File: src/rtl/ysyx_22040895_mdu.sv
// Multi-cycle multiply/divide unit: radix-2 shift-add for mul/mulw, signed restoring division for divw/remw.
// State | meaning: IDLE accept request; CALC iterate one bit per cycle; DONE hold result until consumed.
module ysyx_22040895_mdu #(
  parameter int XLEN = 64
) (
  input  logic            clk,
  input  logic            rst,
  input  logic [3:0]      mduop_i_mdu,
  input  logic [XLEN-1:0] src1_i_mdu,
  input  logic [XLEN-1:0] src2_i_mdu,
  input  logic            valid_i_mdu,
  output logic            ready_o_mdu,
  input  logic            flush_i_mdu,
  output logic [XLEN-1:0] result_o_mdu,
  output logic            out_valid_o_mdu,
  input  logic            out_ready_i_mdu,
  output logic            busy_o_mdu
);

  localparam logic [3:0] OP_MUL  = 4'b0001;
  localparam logic [3:0] OP_MULW = 4'b0101;
  localparam logic [3:0] OP_DIVW = 4'b1001;
  localparam logic [3:0] OP_REMW = 4'b1101;

  typedef enum logic [1:0] {IDLE = 2'd0, CALC = 2'd1, DONE = 2'd2} state_t;

  state_t          r_state;
  state_t          w_state_nxt;
  logic [5:0]      r_cnt;
  logic [3:0]      r_op;
  logic [XLEN-1:0] r_a;
  logic [XLEN-1:0] r_b;
  logic [XLEN-1:0] r_acc;
  logic [XLEN-1:0] r_res;
  logic            r_neg_q;
  logic            r_neg_r;

  logic            w_accept;
  logic            w_is_mul;
  logic            w_is_mulw;
  logic            w_is_div;
  logic            w_known;
  logic [31:0]     w_s1;
  logic [31:0]     w_s2;
  logic [31:0]     w_s1_mag;
  logic [31:0]     w_s2_mag;
  logic            w_div_zero;
  logic            w_div_ovf;
  logic            w_direct;
  logic [XLEN-1:0] w_direct_res;

  logic [32:0]     w_rem_sh;
  logic [32:0]     w_dvs;
  logic            w_ge;
  logic [32:0]     w_diff;
  logic [32:0]     w_rem_new;
  logic [31:0]     w_q_new;
  logic [31:0]     w_q_signed;
  logic [31:0]     w_rem_signed;
  logic [XLEN-1:0] w_acc_it;
  logic [XLEN-1:0] w_a_it;
  logic [XLEN-1:0] w_b_it;
  logic [XLEN-1:0] w_final;

  assign ready_o_mdu     = (r_state == IDLE) && !flush_i_mdu;
  assign busy_o_mdu      = (r_state != IDLE);
  assign out_valid_o_mdu = (r_state == DONE);
  assign result_o_mdu    = out_valid_o_mdu ? r_res : '0;

  assign w_accept   = valid_i_mdu && ready_o_mdu && (mduop_i_mdu != 4'b0000);
  assign w_is_mul   = (mduop_i_mdu == OP_MUL);
  assign w_is_mulw  = (mduop_i_mdu == OP_MULW);
  assign w_is_div   = (mduop_i_mdu == OP_DIVW) || (mduop_i_mdu == OP_REMW);
  assign w_known    = w_is_mul || w_is_mulw || w_is_div;
  assign w_s1       = src1_i_mdu[31:0];
  assign w_s2       = src2_i_mdu[31:0];
  assign w_s1_mag   = w_s1[31] ? (~w_s1 + 32'd1) : w_s1;
  assign w_s2_mag   = w_s2[31] ? (~w_s2 + 32'd1) : w_s2;
  assign w_div_zero = (w_s2 == 32'd0);
  assign w_div_ovf  = (w_s1 == 32'h8000_0000) && (w_s2 == 32'hFFFF_FFFF);
  assign w_direct   = !w_known || (w_is_div && (w_div_zero || w_div_ovf));

  always_comb begin
    w_direct_res = '0;
    if (w_is_div && w_div_zero)
      w_direct_res = (mduop_i_mdu == OP_DIVW) ? '1 : {{32{w_s1[31]}}, w_s1};
    else if (w_is_div && w_div_ovf)
      w_direct_res = (mduop_i_mdu == OP_DIVW) ? 64'hFFFF_FFFF_8000_0000 : '0;
  end

  // Division: r_a shifts dividend bits out of the top while quotient bits enter at the bottom; r_acc holds the remainder.
  assign w_rem_sh     = {r_acc[31:0], r_a[31]};
  assign w_dvs        = {1'b0, r_b[31:0]};
  assign w_ge         = (w_rem_sh >= w_dvs);
  assign w_diff       = w_rem_sh - w_dvs;
  assign w_rem_new    = w_ge ? w_diff : w_rem_sh;
  assign w_q_new      = {r_a[30:0], w_ge};
  assign w_q_signed   = r_neg_q ? (32'd0 - w_q_new) : w_q_new;
  assign w_rem_signed = r_neg_r ? (32'd0 - w_rem_new[31:0]) : w_rem_new[31:0];

  always_comb begin
    if (r_op[3]) begin
      w_acc_it = {31'd0, w_rem_new};
      w_a_it   = {32'd0, w_q_new};
      w_b_it   = r_b;
    end else begin
      w_acc_it = r_acc + (r_b[0] ? r_a : '0);
      w_a_it   = r_a << 1;
      w_b_it   = r_b >> 1;
    end
  end

  always_comb begin
    case (r_op)
      OP_MUL:  w_final = w_acc_it;
      OP_MULW: w_final = {{32{w_acc_it[31]}}, w_acc_it[31:0]};
      OP_DIVW: w_final = {{32{w_q_signed[31]}}, w_q_signed};
      default: w_final = {{32{w_rem_signed[31]}}, w_rem_signed};
    endcase
  end

  always_comb begin
    w_state_nxt = r_state;
    case (r_state)
      IDLE: if (w_accept) w_state_nxt = w_direct ? DONE : CALC;
      CALC: begin
        if (flush_i_mdu)        w_state_nxt = IDLE;
        else if (r_cnt == 6'd0) w_state_nxt = DONE;
      end
      DONE: if (flush_i_mdu || out_ready_i_mdu) w_state_nxt = IDLE;
      default: w_state_nxt = IDLE;
    endcase
  end

  always_ff @(posedge clk or negedge rst) begin
    if (!rst) r_state <= IDLE;
    else      r_state <= w_state_nxt;
  end

  always_ff @(posedge clk or negedge rst) begin
    if (!rst) begin
      r_cnt   <= '0;
      r_op    <= '0;
      r_a     <= '0;
      r_b     <= '0;
      r_acc   <= '0;
      r_res   <= '0;
      r_neg_q <= 1'b0;
      r_neg_r <= 1'b0;
    end else if (flush_i_mdu) begin
      r_res <= '0;
    end else if (r_state == IDLE) begin
      if (w_accept) begin
        r_op    <= mduop_i_mdu;
        r_cnt   <= w_is_mul ? 6'd63 : 6'd31;
        r_acc   <= '0;
        r_res   <= w_direct_res;
        r_neg_q <= w_s1[31] ^ w_s2[31];
        r_neg_r <= w_s1[31];
        if (w_is_mul) begin
          r_a <= src1_i_mdu;
          r_b <= src2_i_mdu;
        end else if (w_is_mulw) begin
          r_a <= {32'd0, w_s1};
          r_b <= {32'd0, w_s2};
        end else begin
          r_a <= {32'd0, w_s1_mag};
          r_b <= {32'd0, w_s2_mag};
        end
      end
    end else if (r_state == CALC) begin
      r_acc <= w_acc_it;
      r_a   <= w_a_it;
      r_b   <= w_b_it;
      if (r_cnt == 6'd0) r_res <= w_final;
      else               r_cnt <= r_cnt - 6'd1;
    end
  end

endmodule

File: config.mk
export PLATFORM = sky130hd
export DESIGN_NAME = ysyx_22040895_mdu
export DESIGN_NICKNAME = d
export VERILOG_FILES = /design/src/rtl/ysyx_22040895_mdu.sv
export SDC_FILE = /design/constraint.sdc
export NUM_CORES = 1
export LEC_CHECK = 0
export CAP_MARGIN = 20
export CELL_PAD_IN_SITES_DETAIL_PLACEMENT = 1
export CELL_PAD_IN_SITES_GLOBAL_PLACEMENT = 1
export CORE_MARGIN = 2
export CORE_UTILIZATION = 40
export CTS_BUF_LIST = sky130_fd_sc_hd__clkbuf_4 sky130_fd_sc_hd__clkbuf_8
export DETAILED_ROUTE_END_ITERATION = 10
export GPL_TIMING_DRIVEN = 0
export HOLD_SLACK_MARGIN = 0.1
export PLACE_DENSITY = 0.75
export SLEW_MARGIN = 20
export SYNTH_ARGS = -nofsm -noshare
export SYNTH_HDL_FRONTEND = slang
export SYNTH_SLANG_ARGS = --single-unit
export TNS_END_PERCENT = 1
File: constraint.sdc
create_clock -name clk -period 5.63 [get_ports clk]
set_input_delay 1.4075 -clock clk [delete_from_list [all_inputs] [get_ports clk]]
set_output_delay 1.4075 -clock clk [all_outputs]
set_load 0.1 [all_outputs]
==> metrics.txt <==
leakage power figure=0.0115 uW; CTS tree=done; row cnt=slightly below 90; uppermost layer routed=met5; most common cell after layout, fill and taps aside=nand2_1; unrepaired setup endpoints after global routing=yes; crit share post-route=100%; power density over the cells=around 420 mW/mm2; H-tree levels=2; largest net degree at the start of global routing=between 90 and 100; highest attainable clock frequency=177 MHz; half-perimeter wire length after placement=between 80,000 and 90,000 um; share of synthesized registers carrying an async set or reset=100%; MaxCap Viol Count=0; clock input transition at the sequential cells of the worst setup and hold paths=approximately 60 ps; global-route wire length before repair=between 150,000 and 200,000 um; top cells by area in the synthesized netlist=dfrtp_1, o21ai_0, nand2_1; failing checks=setup timing; number of port buffers=203; Clock Skews=between 70 and 80 ps; data arrival time of the worst path=roughly 6200 ps; flops & latches, synth=between 200 and 300; Std-Cell Core Area=about 0.056 mm2; crit path launch type=flop; area of combinational cells with multiple inputs=roughly 0.015 mm2; Clock Tree Buf Depth=3; number of antenna violations at the first check in global routing=10; final design area excluding fillers=0.0274 mm2; average vias per placed instance=roughly 6.3; Avg Cell Area, Syn=between 7 and 8 um2; combined global-route utilization of all metal layers=36.1%; count of final setup violators=1; # fillers=6,931; share of the synthesized area in the top cell type=between 20% and 30%; root cell of the clock tree=clkbuf_8; met1 routed wirelength after detailed routing=around 47,000 um; met3 WL=8570 um; Setup crit end kind=flop; summed negative setup slack over all endpoints=-26.4 ps; number of global-route vias before repair=approximately 26,000; total placed cells including tap cells=3,888; placed cell areas=0.0257 mm2; critical path required time=6190 ps; Syn Inst Count=~3,000; Skew-Pair Late Insertion Delay=approximately 700 ps; max-slew violation count=0; number of nets in the finished design=3,430; commonest non-fill, non-tap cells in the layout=nand2_1, o21ai_0, dfrtp_1; share of layout cells above drive strength 1=~7.3%; total met2 wirelength after detailed routing=around 49,000 um; critical path class=reg -> reg; Synth cell types=84; worst hold slack after final layout=between 400 and 500 ps; Detailed Route Iter0 Violations=approximately 2,100; number of endpoints with negative hold slack in the final report=0; total number of clock tree sinks=between 200 and 300; Hold/Removal Path Class=reg -> reg; via count=~25,000; Die Height=around 240 um; detailed-routing iteration count for the pre-antenna-repair pass=5; slew at the pin closest to its max-slew limit=1130 ps; setup slack after layout=-26.4 ps; remaining global-route overflow=0; count of placed standard cells in the final layout, fillers left out=around 4,000; run status=finished with violations; total power=11,400 uW; combined flip-flop and latch cell area=between 0.006 and 0.007 mm2; Num CTS Buffers=52; Cell Area, Synth=~0.023 mm2; worst-path fanout max=10; net count of the mapped netlist=between 3,000 and 4,000; number of primary I/O pins=between 200 and 250; final weighted congestion of routability-driven global placement=roughly 1; final WL=between 100,000 and 150,000 um; main flop type after synthesis=dfrtp_1; DRC violations left=0; sequential share of the synthesized area=about 30%; average routed wire per standard cell=around 27 um; Starting Density=between 40% and 50%; area overhead of the layout relative to synthesis=21.3%; Max-Slew Margin vs Limit=between 20% and 30%; Warnings, synthesis=0; area of the die=between 0.05 and 0.06 mm2; Final Critical Period=approximately 5700 ps; chip width=around 240 um; post-route antenna net violation count=0; Worst IR Drop VDD=between 0.00015 and 0.0002 V; number of hold buffers added after cts=0; number of synthesized flops with an enable pin=0; largest area contributor in the netlist=dfrtp_1
worst paths after layout:
path,cells after the start,endpoint,slack [ps],start
setup reg to reg,16,r_res[59]$_DFFE_PN0P_,-30,r_b[0]$_DFFE_PN0P_
hold reg to reg,2,r_res[28]$_DFFE_PN0P_,480,r_res[28]$_DFFE_PN0P_
min in group asynchronous,1,r_acc[14]$_DFFE_PN0P_,540,rst
hold / removal,2,r_res[28]$_DFFE_PN0P_,480,r_res[28]$_DFFE_PN0P_
max in group asynchronous,4,r_op[1]$_DFFE_PN0P_,3530,rst
setup / recovery,16,r_res[59]$_DFFE_PN0P_,-30,r_b[0]$_DFFE_PN0P_
where the power goes:
part / total (uW) / leakage (uW) / internal [uW] / switching [uW]
sequential: 2730 / 0.00361 / 2270 / 461
clock: 2360 / 0.000649 / 1370 / 995
combinational: 6320 / 0.00729 / 2090 / 4220
total: 11400 / 0.0115 / 5730 / 5680
synthesized netlist by cell type (all sizes together) (35+ instances only):
| master | instances |
|---|---|
| dfrtp | 270 |
| nor2 | 190 |
| and2 | 141 |
| xor2 | 84 |
| nor3 | 48 |
| o31ai | 49 |
| a21oi | 254 |
| nand2 | 386 |
| a22oi | 65 |
| o21ai | 345 |
| inv | 82 |
| nand3 | 45 |
| o211ai | 35 |
| a21o | 58 |
| clkbuf | 167 |
| ha | 103 |
| xnor2 | 112 |
layer usage:
layer	track usage (%)	vias up
li1	-	11100
met1	49.6	12600
met2	56.7	1019
met3	7.23	199
met4	12.3	2
met5	0	-
repair_timing:
| action | in CTS | in global routing |
|---|---|---|
| setup buffers | 6 | 4 |
| gates resized for setup | 88 | 42 |
| pin swaps | 10 | 10 |
| endpoints found under the setup margin | 73 | 58 |
layout make-up:
cell class | instances | area share, %
multi-input combinational | 2378 | 55.3
sequential | 270 | 24.7
timing repair buffer | 216 | 7.99
clock buffer | 77 | 3.61
tap | 756 | 3.45
buffer | 188 | 2.99
inverter | 82 | 1.13
clock inverter | 16 | 0.848
antenna | 6 | 0.0547
critical path: stages, from the launching register on:
cell and delay (ps):
dfrtp_1 410, clkbuf_4 340, clkbuf_1 340, and2_1 210
ha_1 390, a21oi_4 340, o211ai_1 400, a2111oi_4 600
a211oi_4 150, a2111oi_2 560, o41a_1 380, nor3b_2 140
nor3_2 290, o21ai_0 170, xnor2_1 280, o21ai_0 150
a221o_1 360
cell families (layout without fill, tap and decap cells):
kind of cell	after synthesis	after routing	share of synthesized area (%)
fa+ha+maj	105	105	5.87
xor+xnor	196	196	7.59
compound gates	1057	1057	29.6
other cells	0	6	0
buf+inv	278	579	4.82
mux	34	34	1.53
simple gates	986	986	20.7
flops	270	270	29.9
stage by stage:
stage	setup WS (ps)	utilization (%)
floorplan	28.8	-
global placement	-9010	45.6
detailed placement	-2460	45.7
CTS	-30.7	48.5
global route	-126	48.8
finish	-26.4	48.9
flip-flops by register name (all words and copies together) (netlist names):
name     flops
r_a         64
r_acc       64
r_b         64
r_cnt        6
r_neg_q      1
r_neg_r      1
r_op         4
r_res       64
r_state      2
Power figures use the tool's default switching activity.
